## config.mk

```make
export PLATFORM = sky130hd
export DESIGN_NAME = dms_cp_seq
export DESIGN_NICKNAME = d
export VERILOG_FILES = /design/src/rtl/dms_pkg.sv /design/src/rtl/dms_lock_det.sv /design/src/rtl/dms_cp_seq.sv
export SDC_FILE = /design/constraint.sdc
export NUM_CORES = 1
export LEC_CHECK = 0
export ABC_CLOCK_PERIOD_IN_PS = 3000
export CAP_MARGIN = 0
export CORE_MARGIN = 2
export CORE_UTILIZATION = 55
export CTS_CLUSTER_SIZE = 10
export DETAILED_ROUTE_END_ITERATION = 8
export DONT_BUFFER_PORTS = 1
export GPL_ROUTABILITY_DRIVEN = 1
export PLACE_DENSITY = 0.7
export REMOVE_ABC_BUFFERS = 1
export SYNTH_ARGS = -nofsm -noshare
export SYNTH_HDL_FRONTEND = slang
export SYNTH_SLANG_ARGS = --single-unit
```

## constraint.sdc

```tcl
create_clock -name clk -period 3 [get_ports clk]
set_input_delay 0.75 -clock clk [delete_from_list [all_inputs] [get_ports clk]]
set_output_delay 0.75 -clock clk [all_outputs]
set_load 0.01 [all_outputs]
```

## src/rtl/dms_pkg.sv

```systemverilog
// Shared types for the charge-pump sequencer: FSM state and calibration mode.
// No logic; enum encodings are referenced by the sequencer and lock detector.
package dms_pkg;

  typedef enum logic [1:0] {
    IDLE = 2'd0,
    UP   = 2'd1,
    DN   = 2'd2,
    OVL  = 2'd3
  } cp_state_e;

  typedef enum logic [1:0] {
    NORMAL   = 2'd0,
    FORCE_UP = 2'd1,
    FORCE_DN = 2'd2,
    HOLD     = 2'd3
  } cal_mode_e;

endpackage

```

## src/rtl/dms_lock_det.sv

```systemverilog
// Lock detector: counts consecutive in-tolerance comparisons, lock at LOCK_CNT.
// Fed with next-cycle strobes so lock moves in the same cycle as err_valid/slip; no backpressure.
module dms_lock_det
  import dms_pkg::*;
#(
  parameter int ERR_W    = 5,
  parameter int LOCK_CNT = 8,
  parameter int LOCK_TOL = 1
) (
  input  logic             clk,
  input  logic             rst,
  input  logic             err_valid_i,
  input  logic [ERR_W-1:0] phase_err_i,
  input  logic             slip_i,
  input  logic             clr_i,
  output logic             lock_o
);

  localparam int LW = $clog2(LOCK_CNT + 1);

  logic [LW-1:0]    lcnt_q, lcnt_d;
  logic             lock_q;
  logic [ERR_W-1:0] mag;
  logic             in_tol;

  // Two's-complement magnitude; the most negative code maps to a large value.
  assign mag    = phase_err_i[ERR_W-1] ? (~phase_err_i + ERR_W'(1)) : phase_err_i;
  assign in_tol = (mag <= ERR_W'(LOCK_TOL));

  always_comb begin
    lcnt_d = lcnt_q;
    if (clr_i || slip_i) begin
      lcnt_d = '0;
    end else if (err_valid_i) begin
      if (!in_tol) begin
        lcnt_d = '0;
      end else if (lcnt_q != LW'(LOCK_CNT)) begin
        lcnt_d = lcnt_q + LW'(1);
      end
    end
  end

  always_ff @(posedge clk) begin
    if (rst) begin
      lcnt_q <= '0;
      lock_q <= 1'b0;
    end else begin
      lcnt_q <= lcnt_d;
      lock_q <= (lcnt_d == LW'(LOCK_CNT));
    end
  end

  assign lock_o = lock_q;

endmodule

```

## src/rtl/dms_cp_seq.sv

```systemverilog
// Charge-pump sequencer: ref/fb edges -> up/down pulses with PW_MIN overlap tail and PW_MAX slip cutoff.
// One-cycle latency on every output; no backpressure, edges during OVL or calibration are dropped.
module dms_cp_seq
  import dms_pkg::*;
#(
  parameter int PW_MIN   = 2,
  parameter int PW_MAX   = 15,
  parameter int ERR_W    = 5,
  parameter int LOCK_CNT = 8,
  parameter int LOCK_TOL = 1
) (
  input  logic                    clk,
  input  logic                    rst,
  input  logic                    en,
  input  logic                    ref_edge,
  input  logic                    fb_edge,
  input  logic [1:0]              cal_mode,
  output logic                    up,
  output logic                    down,
  output logic signed [ERR_W-1:0] phase_err,
  output logic                    err_valid,
  output logic                    slip,
  output logic                    lock
);

  localparam int OW = $clog2(PW_MIN + 1);

  cp_state_e               state_q, state_d;
  logic [ERR_W-1:0]        cnt_q, cnt_d;
  logic [OW-1:0]           ocnt_q, ocnt_d;
  logic signed [ERR_W-1:0] pe_q, pe_d;
  logic                    up_q, up_d, down_q, down_d;
  logic                    ev_q, ev_d, slip_q, slip_d;
  logic                    clr_d;
  cal_mode_e               cal_e;

  assign cal_e = cal_mode_e'(cal_mode);

  always_comb begin
    state_d = state_q;
    cnt_d   = cnt_q;
    ocnt_d  = ocnt_q;
    pe_d    = pe_q;
    ev_d    = 1'b0;
    slip_d  = 1'b0;
    clr_d   = 1'b0;
    if (!en || cal_e != NORMAL) begin
      state_d = IDLE;
      cnt_d   = '0;
      ocnt_d  = '0;
      clr_d   = 1'b1;
    end else begin
      case (state_q)
        IDLE: begin
          if (ref_edge && fb_edge) begin
            state_d = OVL;
            ocnt_d  = OW'(1);
            pe_d    = '0;
            ev_d    = 1'b1;
          end else if (ref_edge) begin
            state_d = UP;
            cnt_d   = ERR_W'(1);
          end else if (fb_edge) begin
            state_d = DN;
            cnt_d   = ERR_W'(1);
          end
        end
        UP: begin
          if (fb_edge) begin
            state_d = OVL;
            ocnt_d  = OW'(1);
            pe_d    = $signed(cnt_q);
            ev_d    = 1'b1;
            cnt_d   = '0;
          end else if (cnt_q == ERR_W'(PW_MAX)) begin
            state_d = IDLE;
            slip_d  = 1'b1;
            cnt_d   = '0;
          end else begin
            cnt_d = cnt_q + ERR_W'(1);
          end
        end
        DN: begin
          if (ref_edge) begin
            state_d = OVL;
            ocnt_d  = OW'(1);
            pe_d    = -$signed(cnt_q);
            ev_d    = 1'b1;
            cnt_d   = '0;
          end else if (cnt_q == ERR_W'(PW_MAX)) begin
            state_d = IDLE;
            slip_d  = 1'b1;
            cnt_d   = '0;
          end else begin
            cnt_d = cnt_q + ERR_W'(1);
          end
        end
        OVL: begin
          if (ocnt_q == OW'(PW_MIN)) begin
            state_d = IDLE;
            ocnt_d  = '0;
          end else begin
            ocnt_d = ocnt_q + OW'(1);
          end
        end
      endcase
    end

    up_d   = (state_d == UP) || (state_d == OVL) || (en && cal_e == FORCE_UP);
    down_d = (state_d == DN) || (state_d == OVL) || (en && cal_e == FORCE_DN);
  end

  always_ff @(posedge clk) begin
    if (rst) begin
      state_q <= IDLE;
      cnt_q   <= '0;
      ocnt_q  <= '0;
      pe_q    <= '0;
      up_q    <= 1'b0;
      down_q  <= 1'b0;
      ev_q    <= 1'b0;
      slip_q  <= 1'b0;
    end else begin
      state_q <= state_d;
      cnt_q   <= cnt_d;
      ocnt_q  <= ocnt_d;
      pe_q    <= pe_d;
      up_q    <= up_d;
      down_q  <= down_d;
      ev_q    <= ev_d;
      slip_q  <= slip_d;
    end
  end

  dms_lock_det #(
    .ERR_W   (ERR_W),
    .LOCK_CNT(LOCK_CNT),
    .LOCK_TOL(LOCK_TOL)
  ) u_lock_det (
    .clk        (clk),
    .rst        (rst),
    .err_valid_i(ev_d),
    .phase_err_i(pe_d),
    .slip_i     (slip_d),
    .clr_i      (clr_d),
    .lock_o     (lock)
  );

  assign up        = up_q;
  assign down      = down_q;
  assign phase_err = pe_q;
  assign err_valid = ev_q;
  assign slip      = slip_q;

endmodule

```

== Word-level counts from Yosys, hierarchy flattened ==
Index checks and enable logic that the tools add are counted.
Storage, ports and cells
  flip-flop bits (word level): 23
  input bits: 7
  logic and storage cells: 92
Operators by class
  $add $sub $neg: 5
  order comparisons: 1
  equal/unequal tests: 17
  mux-type cells: 42
  bitwise operators: 1
  reduce and logical (&&, ||, !) cells: 16
Operators with widths (number)
  5-bit 2-to-1 mux: 11
  5-bit case mux with 3 select lines: 2
  2-bit 2-to-1 mux: 12
  4-bit 2-to-1 mux: 4
  2-bit case mux with 4 select lines: 2
  2-bit equality test (second input constant): 6
  5-bit by 1-bit adder with 5-bit output (second input constant): 2
  1-bit 2-to-1 mux: 9
  2-bit inequality test (second input constant): 4
  2-bit by 1-bit equality test with 1-bit output (second input constant): 3
  1-bit logical OR: 6
  3-bit AND reduction: 2
  5-bit by 4-bit equality test with 1-bit output (second input constant): 1
  5-bit by 1-bit <= comparator with 1-bit output (second input constant): 1
  5-bit negator: 1
  5-bit NOT: 1
  4-bit by 1-bit adder with 4-bit output (second input constant): 1
  4-bit equality test (second input constant): 1
  4-bit inequality test (second input constant): 1
  1-bit logical AND: 3
  3-bit inequality test (second input constant): 1
  1-bit case mux with 3 select lines: 1
  3-bit nonzero test: 1
  2-bit by 1-bit adder with 2-bit output (second input constant): 1
  other kinds (5): 5

== Logic depth before layout (Yosys ltp) ==
Gate-level depths: netlist (run 1).
  depth after elaboration: 12
  gate-level depth with buffers: 12

== Cells and area by module ==
Synthesis (run 1) repeated with hierarchy kept, for this count alone.
Second synthesis, totals
  cells, all modules: 187
  area, all modules: 1545.2 µm²
Modules (own cells, without submodules)
  dms_cp_seq: instances 1, cells an instance 142, area an instance 1176.1 µm², sequential area each 360.3 µm²
  dms_lock_det: instances 1, cells an instance 45, area an instance 369.1 µm², sequential area each 100.1 µm²

== Worst setup path after synthesis (run 1) ==
Ideal clock, no wire load.
  kind: input to register
  from: input fb_edge
  to: register u_lock_det.lock_q, in the netlist u_lock_det.lock_o
  library setup time: 121 ps
  arrival: 2500 ps
  required time: 2879 ps
  path slack: 378 ps
  stages: 9
  path through: clkbuf_1 > a22o_1 > nand4_1 > a21oi_1 > nor2_1 > ha_1 > o41ai_4 > a211o_1 > nor2_1
Between the ends
  word-level cells in the longest chain between the ends: 12
  elaborated cells on any way between the ends: 21
  those cells by class: add/sub: 1; order compare: 1; eq/ne: 1; mux: 15; bitwise: 1; reduce/logical: 2
RTL lines
  start, declared: RTL line dms_cp_seq.sv:16  | input logic fb_edge,
  1-bit logical AND: RTL line dms_cp_seq.sv:55  | if (ref_edge && fb_edge) begin
  5-bit 2-to-1 mux: RTL line dms_cp_seq.sv:55
  5-bit case mux with 3 select lines: RTL line dms_cp_seq.sv:53  | case (state_q)
  5-bit 2-to-1 mux: RTL line dms_cp_seq.sv:47  | if (!en || cal_e != NORMAL) begin
  5-bit NOT: RTL line dms_lock_det.sv:27  | assign mag = phase_err_i[ERR_W-1] ? (~phase_err_i + ERR_W'(1)) : phase_err_i;
  5-bit by 1-bit adder with 5-bit output: RTL line dms_lock_det.sv:27
  5-bit 2-to-1 mux: RTL line dms_lock_det.sv:27
  5-bit by 1-bit <= comparator with 1-bit output: RTL line dms_lock_det.sv:28  | assign in_tol = (mag <= ERR_W'(LOCK_TOL));
  4-bit 2-to-1 mux: RTL line dms_lock_det.sv:35  | if (!in_tol) begin
  4-bit 2-to-1 mux: RTL line dms_lock_det.sv:34  | end else if (err_valid_i) begin
  4-bit 2-to-1 mux (*): RTL line dms_lock_det.sv:32  | if (clr_i || slip_i) begin
  4-bit equality test (*): RTL line dms_lock_det.sv:49  | lock_q <= (lcnt_d == LW'(LOCK_CNT));
  end signal, assigned: RTL line dms_lock_det.sv:49
  end, declared: RTL line dms_lock_det.sv:22  | logic lock_q;
Every way passes the cells marked *; elsewhere a longest branch is shown, timed or not.
A chain may end at the register's enable or synchronous reset.

== Worst setup path in the final report (run 1) ==
  from: register state_q[1]
  to: register u_lock_det.lcnt_q[1]
Between the ends
  word-level cells in the longest chain between the ends: 10
  elaborated cells on any way between the ends: 17
  those cells by class: add/sub: 1; order compare: 1; eq/ne: 2; mux: 10; bitwise: 1; reduce/logical: 2
RTL lines
  start, declared: RTL line dms_cp_seq.sv:28  | cp_state_e state_q, state_d;
  start signal, assigned: RTL line dms_cp_seq.sv:124  | state_q <= state_d;
  2-bit equality test, or another cell as far along: RTL line dms_cp_seq.sv:53
  5-bit case mux with 3 select lines: RTL line dms_cp_seq.sv:53
  5-bit 2-to-1 mux: RTL line dms_cp_seq.sv:47
  5-bit NOT: RTL line dms_lock_det.sv:27
  5-bit by 1-bit adder with 5-bit output: RTL line dms_lock_det.sv:27
  5-bit 2-to-1 mux: RTL line dms_lock_det.sv:27
  5-bit by 1-bit <= comparator with 1-bit output: RTL line dms_lock_det.sv:28
  4-bit 2-to-1 mux: RTL line dms_lock_det.sv:35
  4-bit 2-to-1 mux: RTL line dms_lock_det.sv:34
  4-bit 2-to-1 mux (*): RTL line dms_lock_det.sv:32
  end signal, assigned: RTL line dms_lock_det.sv:48  | lcnt_q <= lcnt_d;
  end, declared: RTL line dms_lock_det.sv:21  | logic [LW-1:0] lcnt_q, lcnt_d;
Marked as above.

==> flow_metrics.py, run 1 <==
metrics = {
    "timing": {
        "final_max_slew_viol_count": 0,
        "finalHoldViolCount": 0,
        "slew_headroom": 0.584,
        "fin_crit_sh": 0.885,
        "finClkSkew_ps": 2.76,
        "tightest_slew_ps": 620,
        "finalSetupViolations": 0,
        "rsz0062_at_grt": "false",
        "fmax_mhz": 377,
        "min_period_ps": 2650,
        "hold_slack_ps": 485,
        "tns_ps": 0,
    },
    "worst_setup_path": {
        "crit_end": "u_lock_det.lcnt_q[1]",
        "crit_slowest_cell": "dfxtp_1",
        "crit_start": "state_q[1]",
        "crit_family": "compound AO/OA/AOI/OAI gates",
        "critPathKind": "reg2reg",
        "worst-path-buf-inv": 1,
        "r2r_end": "u_lock_det.lcnt_q[1]",
        "crit_path_max_incr_delay_ps": 430,
        "arrival_ps": 2900,
        "rr_worst_depth": 11,
        "cp-start-kind": "register",
        "reg2reg_slack_ps": 350,
        "worstPathMaxFanout": 9,
        "end_kind": "register",
        "cp_data_required_time_ps": 3250,
        "cp.depth": 11,
        "crit_top_cell": "ha_1",
        "crit_chain": "inv_1 -> ha_1 -> o21bai_1 -> nand3_2 -> a22oi_2 -> ha_1 -> nand2_1 -> o21ba_2 -> o41ai_4 -> nand3_1 -> a21oi_1",
        "regToRegStartpoint": "state_q[1]",
    },
    "grt": {
        "grt_pass1_wl_microns": 5240,
        "grt_use_total": 0.243,
        "antenna_found_initial": 0,
        "grt_pass1_vias": 1161,
        "grt_max_degree": 14,
        "grt.overflow.total": 0,
    },
    "clocking": {
        "cts_resized": 0,
        "cts_sinks": 23,
        "cts_tree": "built",
        "clockBufferDepth": 2,
        "cts_hold_buffers": 0,
        "cts_root_buf": "clkbuf_4",
        "insertion_delay_ps": 320,
        "cts_buffers": 3,
        "cts_setup_buffers": 0,
        "ctsHtreeMaxLevel": 1,
        "path_clk_slew_ps": 130,
    },
    "routing": {
        "post_drt_wl_per_cell_microns": 15.0,
        "ant_nets": 0,
        "vias": 1293,
        "firstDrtPassIters": 4,
        "viasPerCell": 6.19,
        "route.detailed.drc": 0,
        "drt_iter0_markers": 37,
        "finalWirelength_microns": 3140,
    },
    "power_and_ir_drop": {
        "p_leak_nw": 0.551,
        "power.density_nw_per_um2": 337,
        "total_power_mw": 0.495,
        "ir_worst_vdd_mv": 0.323,
    },
    "logic_synthesis": {
        "synthAdderAreaFrac": 0.0885,
        "yosys_warnings": 0,
        "synthFlopType": "dfxtp_1",
        "synth_area_leaders": "dfxtp_1, ha_1, nor2_1, a21oi_1, nand3_1",
        "synth-edff-count": 0,
        "synthMuxAreaShare": 0.00708,
        "synth_area_leader_cell": "dfxtp_1",
        "ys_ff_latch": 23,
        "synth-compound-area-share": 0.248,
        "yosys.area_share.simple": 0.275,
        "synth_top_area_frac": 0.326,
        "netlist_area_sq_um": 1410,
        "synth-xor-area-share": 0.0186,
        "ys_types": 41,
        "avgSynthCellArea_sq_um": 7.94,
        "synth.yosys.seq_area_share": 0.326,
        "synth_cells": 178,
        "synth_top_family_by_area": "simple AND/OR/NAND/NOR gates",
        "async_flop_share": 0,
    },
    "final_layout": {
        "layout_common_cells": "nor2_1, dfxtp_1, nand2_1",
        "diodes": 0,
        "areaGrowthSynthToFinish_pct": 4.07,
        "final_common_cell": "nor2_1",
        "drive_gt1_frac": 0.0782,
        "fin_nets": 197,
        "fillers": 222,
        "ff_latch_area_sq_um": 460,
        "multi_input_area_sq_um": 901,
    },
    "die": {
        "io_pins": 17,
        "rows": 18,
        "die_y_microns": 54.7,
        "coreArea_sq_um": 2450,
        "start_util": 0.576,
        "dieArea_sq_um": 2990,
        "die_w_microns": 54.7,
    },
    "run": {
        "drv_cap": 0,
    },
    "place": {
        "place_hpwl_microns": 2420,
        "portBuffers": 0,
        "gp_congestion": 0.823,
    },
    "outcome": {
        "status": "finished, final reports clean",
    },
    "hold_path": {
        "hp-class": "in2reg",
    },
}
sequential cells by signal (all words and copies together) (netlist names):
name               cells
cnt_q                  5
slip                   1
down                   1
err_valid              1
u_lock_det.lock_o      1
u_lock_det.lcnt_q      4
ocnt_q                 2
state_q                2
up                     1
phase_err              5
per-layer routing:
| layer | GRT usage | vias to the layer above | part of all wire |
|---|---|---|---|
| li1 | - | 640 | - |
| met1 | 0.329 | 602 | 0.45 |
| met2 | 0.383 | 46 | 0.46 |
| met3 | 0.0519 | 5 | 0.079 |
| met4 | 0.0750 | 0 | 0.011 |
| met5 | 0 | - | 0 |
report_power, final:
group | internal [mW] | switching, mW
combinational | 0.0158 | 0.0241
clock | 0.0500 | 0.0951
sequential | 0.308 | 0.00268
final cells by class:
cell class,count,area share
clock buffers,3,0.0153
multi-input cells,141,0.612
clock inverters,1,0.00340
flip-flops and latches,23,0.313
well taps,30,0.0255
inverters,10,0.0255
repair buffers,1,0.00510
cell families (layout without fill, tap and decap cells):
kind of cell / count (synthesis) / in the layout
flops: 23 / 23
xor+xnor: 3 / 3
simple gates: 77 / 77
buf+inv: 14 / 15
mux: 1 / 1
fa+ha+maj: 10 / 10
compound gates: 50 / 50
cell usage after synthesis, types with 2 or more instances:
cell type,number
o21bai_1,3
o21ai_0,11
a31o_2,2
xor2_1,2
nor2b_1,5
and2_1,2
nand4_1,2
inv_1,10
dfxtp_1,23
nor3_1,5
a21oi_1,13
ha_1,10
o21ai_1,3
nand2_1,16
a22oi_1,3
nand3_1,13
clkbuf_1,4
nor3b_1,3
a211oi_1,2
a21o_1,2
nor2_1,24
metrics by stage:
step | utilization | instances | area (sq um) | setup slack, ps
2_1_floorplan | - | 174 | 1400 | 419
3_3_place_gp | 0.588 | 205 | 1440 | 455
3_5_place_dp | 0.588 | 205 | 1440 | 302
4_1_cts | 0.599 | 209 | 1470 | 324
5_1_grt | 0.599 | 209 | 1470 | 107
6_report | 0.599 | 209 | 1470 | 345
worst reg2reg max path: stages, from the launching register on:
cell,delay [ps]
dfxtp_1,430
inv_1,100
ha_1,300
o21bai_1,250
nand3_2,160
a22oi_2,240
ha_1,210
nand2_1,60
o21ba_2,220
o41ai_4,320
nand3_1,130
a21oi_1,170
worst min-delay path by stage:
stage / startpoint / depth (start not counted) / to
3_5_place_dp: cnt_q[1] / 2 / cnt_q[1]
5_1_grt: rst / 1 / phase_err[3]
4_1_cts: rst / 1 / err_valid
6_report: rst / 1 / err_valid
2_1_floorplan: cnt_q[1] / 2 / cnt_q[1]
3_3_place_gp: u_lock_det.lcnt_q[1] / 2 / u_lock_det.lcnt_q[1]
(Power assumes the default switching activity.)
==> inputs of run 2 (changes only) <==
- ABC_CLOCK_PERIOD_IN_PS: 3000 -> 3300
- clock period: 3 -> 3.3 ns (I/O delays scaled with it)
==> run 2 against run 1 <==
- die area is the same
- sequential power down 9.0%
- final area is 0.60% lower
- maximum frequency down 6.2%
- largest cell class unchanged
- first-iteration DRC count is 16% lower
- clock power shrank 9%
- via count decreased by 2.5%
- critical path type unchanged
- critical path depth is 1 lower
- power decreased by 9.1%
==> flow_metrics.py, run 2 (synthesized netlist as in run 1, its figures left out) <==
metrics = {
    "die": {
        "dieArea_sq_um": 2990,
        "coreArea_sq_um": 2450,
        "die_w_microns": 54.7,
        "die_y_microns": 54.7,
        "start_util": 0.576,
        "rows": 18,
        "io_pins": 17,
    },
    "place": {
        "place_hpwl_microns": 2330,
        "placed_cell_area_sq_um": 1440,
        "gp_congestion": 0.833,
        "dpl.cell_count": 204,
        "portBuffers": 0,
    },
    "final_layout": {
        "diodes": 0,
        "areaGrowthSynthToFinish_pct": 3.45,
        "layout_common_cells": "nor2_1, dfxtp_1, nand2_1",
        "fin_nets": 196,
        "drive_gt1_frac": 0.0674,
        "fillers": 236,
        "final_common_cell": "nor2_1",
        "final_cells": 208,
        "stdcell_area_sq_um": 1460,
    },
    "timing": {
        "rsz0062_at_grt": "false",
        "tns_ps": 0,
        "slew_headroom": 0.610,
        "finalSetupViolations": 0,
        "fmax_mhz": 353,
        "fin_crit_sh": 0.858,
        "finalHoldViolCount": 0,
        "finClkSkew_ps": 4.41,
        "min_period_ps": 2830,
        "tightest_slew_ps": 582,
        "final_max_slew_viol_count": 0,
    },
    "routing": {
        "finalWirelength_microns": 3030,
        "drt_iter0_markers": 31,
        "route.detailed.drc": 0,
        "ant_nets": 0,
        "vias": 1261,
        "post_drt_wl_per_cell_microns": 14.6,
        "viasPerCell": 6.06,
        "firstDrtPassIters": 4,
    },
    "power_and_ir_drop": {
        "power.density_nw_per_um2": 308,
        "ir_worst_vdd_mv": 0.267,
        "p_leak_nw": 0.543,
    },
    "grt": {
        "grt_max_degree": 13,
        "antenna_found_initial": 0,
        "grt.overflow.total": 0,
        "grt_pass1_wl_microns": 4670,
        "grt_pass1_vias": 1118,
        "grt_use_total": 0.217,
    },
    "clocking": {
        "cts_resized": 0,
        "cts_tree": "built",
        "cts_setup_buffers": 0,
        "path_clk_slew_ps": 130,
        "cts_sinks": 23,
        "cts_root_buf": "clkbuf_4",
        "clockBufferDepth": 2,
        "ctsHtreeMaxLevel": 1,
        "cts_buffers": 3,
        "cts_hold_buffers": 0,
        "insertion_delay_ps": 310,
    },
    "worst_setup_path": {
        "arrival_ps": 3080,
        "r2r_end": "u_lock_det.lcnt_q[2]",
        "crit_start": "state_q[0]",
        "regToRegStartpoint": "state_q[0]",
        "worstPathMaxFanout": 8,
        "critPathKind": "reg2reg",
        "rr_worst_depth": 10,
        "reg2reg_slack_ps": 470,
        "end_kind": "register",
        "cp-start-kind": "register",
        "cp_data_required_time_ps": 3550,
    },
    "hold_path": {
        "hp-start": "cnt_q[1]",
        "min_to": "cnt_q[1]",
        "holdPathStages": 2,
        "hp-class": "reg2reg",
    },
    "outcome": {
        "status": "finished, final reports clean",
    },
    "run": {
        "drv_cap": 0,
    },
}
-- run 2: cell types whose count changed in the layout (fill, tap and decap cells not counted), sizes merged --
cell    before  now
clkinv       1    0
clkbuf       3    4
buf          1    0
-- run 2: cell type report --
type	instances	area (sq um)	area share
flip-flops and latches	23	460	0.315
clock buffers	4	26.3	0.0180
multi-input cells	141	901	0.616
well taps	30	37.5	0.0257
inverters	10	37.5	0.0257
-- run 2: power breakdown --
group          leakage, nW  switching (mW)  total, mW  internal (mW)
combinational        0.343          0.0218     0.0356         0.0138
sequential           0.186         0.00244      0.282          0.280
clock               0.0150          0.0852      0.132         0.0473
-- run 2: worst max-delay path by stage --
stage,end,slack [ps],cells past startpoint
3_3_place_gp,u_lock_det.lock_o,480,9
6_report,u_lock_det.lcnt_q[2],470,10
5_1_grt,u_lock_det.lcnt_q[2],190,10
2_1_floorplan,u_lock_det.lock_o,640,9
3_5_place_dp,u_lock_det.lcnt_q[2],350,9
4_1_cts,u_lock_det.lcnt_q[2],450,10
-- run 2: routing by layer --
layer	GRT usage	routed length, microns	vias to the layer above
li1	-	-	639
met1	0.291	1420	585
met2	0.327	1420	33
met3	0.0492	164	4
met4	0.100	31	0
met5	0	0	-
-- run 2: stage by stage --
stage                      util  worst slack, ps  power [mW]  hold slack, ps
final                     0.596              469       0.450             535
after global routing      0.596              191       0.469             537
after CTS                 0.596              452       0.454             531
after detailed placement  0.585              351       0.323             511
after global placement    0.585              482       0.322             502
after floorplan               -              644       0.316             474
-- run 2: worst max-delay path, stage by stage, from the launching register on --
cell     delay [ps]
dfxtp_1         380
ha_1            310
nor4b_4         540
nand3_2         200
a22oi_2         230
ha_1            210
nand2_1          50
o21ba_2         210
o41ai_4         330
o21ai_1         150
a21oi_1         150
==> inputs of run 3 (changes only) <==
- ABC_CLOCK_PERIOD_IN_PS: 3300 -> unset
- CELL_PAD_IN_SITES_DETAIL_PLACEMENT: unset -> 2
- CELL_PAD_IN_SITES_GLOBAL_PLACEMENT: unset -> 2
- CORE_UTILIZATION: 55 -> 39
- PLACE_DENSITY: 0.7 -> unset
- PLACE_DENSITY_LB_ADDON: unset -> 0.1
==> run 3 against run 2 <==
- final area is 1.4% higher
- combinational power is 4% higher
- cell count is 7.7% higher
- maximum frequency is 4.1% lower
- first-iteration DRC count is 74% higher
==> flow_metrics.py, run 3 (synthesized netlist as in run 1, its figures left out) <==
metrics = {
    "grt": {
        "grt.overflow.total": 0,
        "grt_pass1_vias": 1489,
        "antenna_found_initial": 0,
        "grt_pass1_wl_microns": 6990,
        "grt_use_total": 0.212,
        "grt_max_degree": 13,
    },
    "routing": {
        "drt_iter0_markers": 54,
        "post_drt_wl_per_cell_microns": 18.0,
        "route.detailed.drc": 0,
        "finalWirelength_microns": 4040,
        "firstDrtPassIters": 5,
        "ant_nets": 0,
        "vias": 1307,
        "viasPerCell": 5.83,
    },
    "timing": {
        "slew_headroom": 0.560,
        "setup_slack_ps": 348,
        "hold_slack_ps": 533,
        "fmax_mhz": 339,
        "tns_ps": 0,
        "finalSetupViolations": 0,
        "rsz0062_at_grt": "false",
        "tightest_slew_ps": 655,
        "finClkSkew_ps": 3.45,
        "min_period_ps": 2950,
        "finalHoldViolCount": 0,
        "fin_crit_sh": 0.895,
        "final_max_slew_viol_count": 0,
    },
    "die": {
        "rows": 21,
        "dieArea_sq_um": 4120,
        "start_util": 0.414,
        "coreArea_sq_um": 3420,
        "die_w_microns": 64.2,
        "die_y_microns": 64.2,
        "io_pins": 17,
    },
    "worst_setup_path": {
        "crit_chain": "ha_1 -> nor4b_4 -> nand3_2 -> a22oi_2 -> ha_1 -> nand2_1 -> o21ba_2 -> o41ai_4 -> o21ai_1 -> a21oi_1",
        "arrival_ps": 3210,
        "crit_slowest_cell": "nor4b_4",
        "crit_top_cell": "ha_1",
        "cp_data_required_time_ps": 3560,
        "cp-start-kind": "register",
        "critPathKind": "reg2reg",
        "end_kind": "register",
        "worstPathMaxFanout": 8,
        "crit_path_max_incr_delay_ps": 580,
    },
    "final_layout": {
        "drive_gt1_frac": 0.0674,
        "final_common_cell": "nor2_1",
        "final_cells": 224,
        "areaGrowthSynthToFinish_pct": 4.87,
        "layout_common_cells": "nor2_1, dfxtp_1, nand2_1",
        "fin_nets": 196,
        "diodes": 0,
    },
    "clocking": {
        "clockBufferDepth": 2,
        "cts_hold_buffers": 0,
        "cts_tree": "built",
        "cts_buffers": 3,
        "ctsHtreeMaxLevel": 1,
        "cts_resized": 0,
        "cts_setup_buffers": 0,
        "cts_root_buf": "clkbuf_4",
        "path_clk_slew_ps": 140,
        "insertion_delay_ps": 310,
        "cts_sinks": 23,
    },
    "place": {
        "dpl.cell_count": 220,
        "place_ws_ps": 234,
        "portBuffers": 0,
        "place_hpwl_microns": 3220,
        "gp_congestion": 0.804,
    },
    "power_and_ir_drop": {
        "ir_worst_vdd_mv": 0.170,
        "p_leak_nw": 0.543,
        "power.density_nw_per_um2": 309,
    },
    "outcome": {
        "status": "finished, final reports clean",
    },
    "hold_path": {
        "hp-class": "reg2reg",
    },
    "run": {
        "drv_cap": 0,
    },
}
## run 3: cell counts in the layout (fill, tap and decap cells not counted)
Identical to the previous run, type by type.
## run 3: area by class of cell
class	instances	area, sq um
fillers	400	1930
inverters	10	37.5
clock buffers	4	26.3
flip-flops and latches	23	460
well taps	46	57.6
multi-input cells	141	901
## run 3: critical path, delay by kind of cell (launching register included)
family / cells / cell delay [ps]
adder cells (fa/ha/maj): 2 / 520
AO/OA/AOI/OAI: 5 / 1120
AND/OR/NAND/NOR: 3 / 880
flip-flops: 1 / 380
## run 3: report_power, final
group	internal, mW	total, mW	switching [mW]
combinational	0.0138	0.0369	0.0231
sequential	0.280	0.282	0.00243
clock	0.0473	0.138	0.0911
total	0.341	0.457	0.117
## run 3: path summary, 6_finish.rpt
check,startpoint,endpoint,slack [ps],depth (start not counted)
hold reg to reg,cnt_q[1],cnt_q[1],530,2
setup reg to reg,state_q[0],u_lock_det.lcnt_q[0],350,10
setup / recovery,state_q[0],u_lock_det.lcnt_q[0],350,10
hold / removal,cnt_q[1],cnt_q[1],530,2
## run 3: per-stage QoR
step | power [mW] | util | area [sq um]
5_1_grt | 0.486 | 0.434 | 1480
4_1_cts | 0.462 | 0.434 | 1480
3_5_place_dp | 0.325 | 0.426 | 1460
6_report | 0.457 | 0.434 | 1480
2_1_floorplan | 0.316 | - | 1400
3_3_place_gp | 0.324 | 0.426 | 1460
## run 3: routing by layer
metal	up-vias	track usage	share of wire
met5	-	0	0
met4	0	0.0452	0.0062
met3	4	0.0458	0.040
met2	23	0.370	0.49
met1	650	0.267	0.46
li1	630	-	-
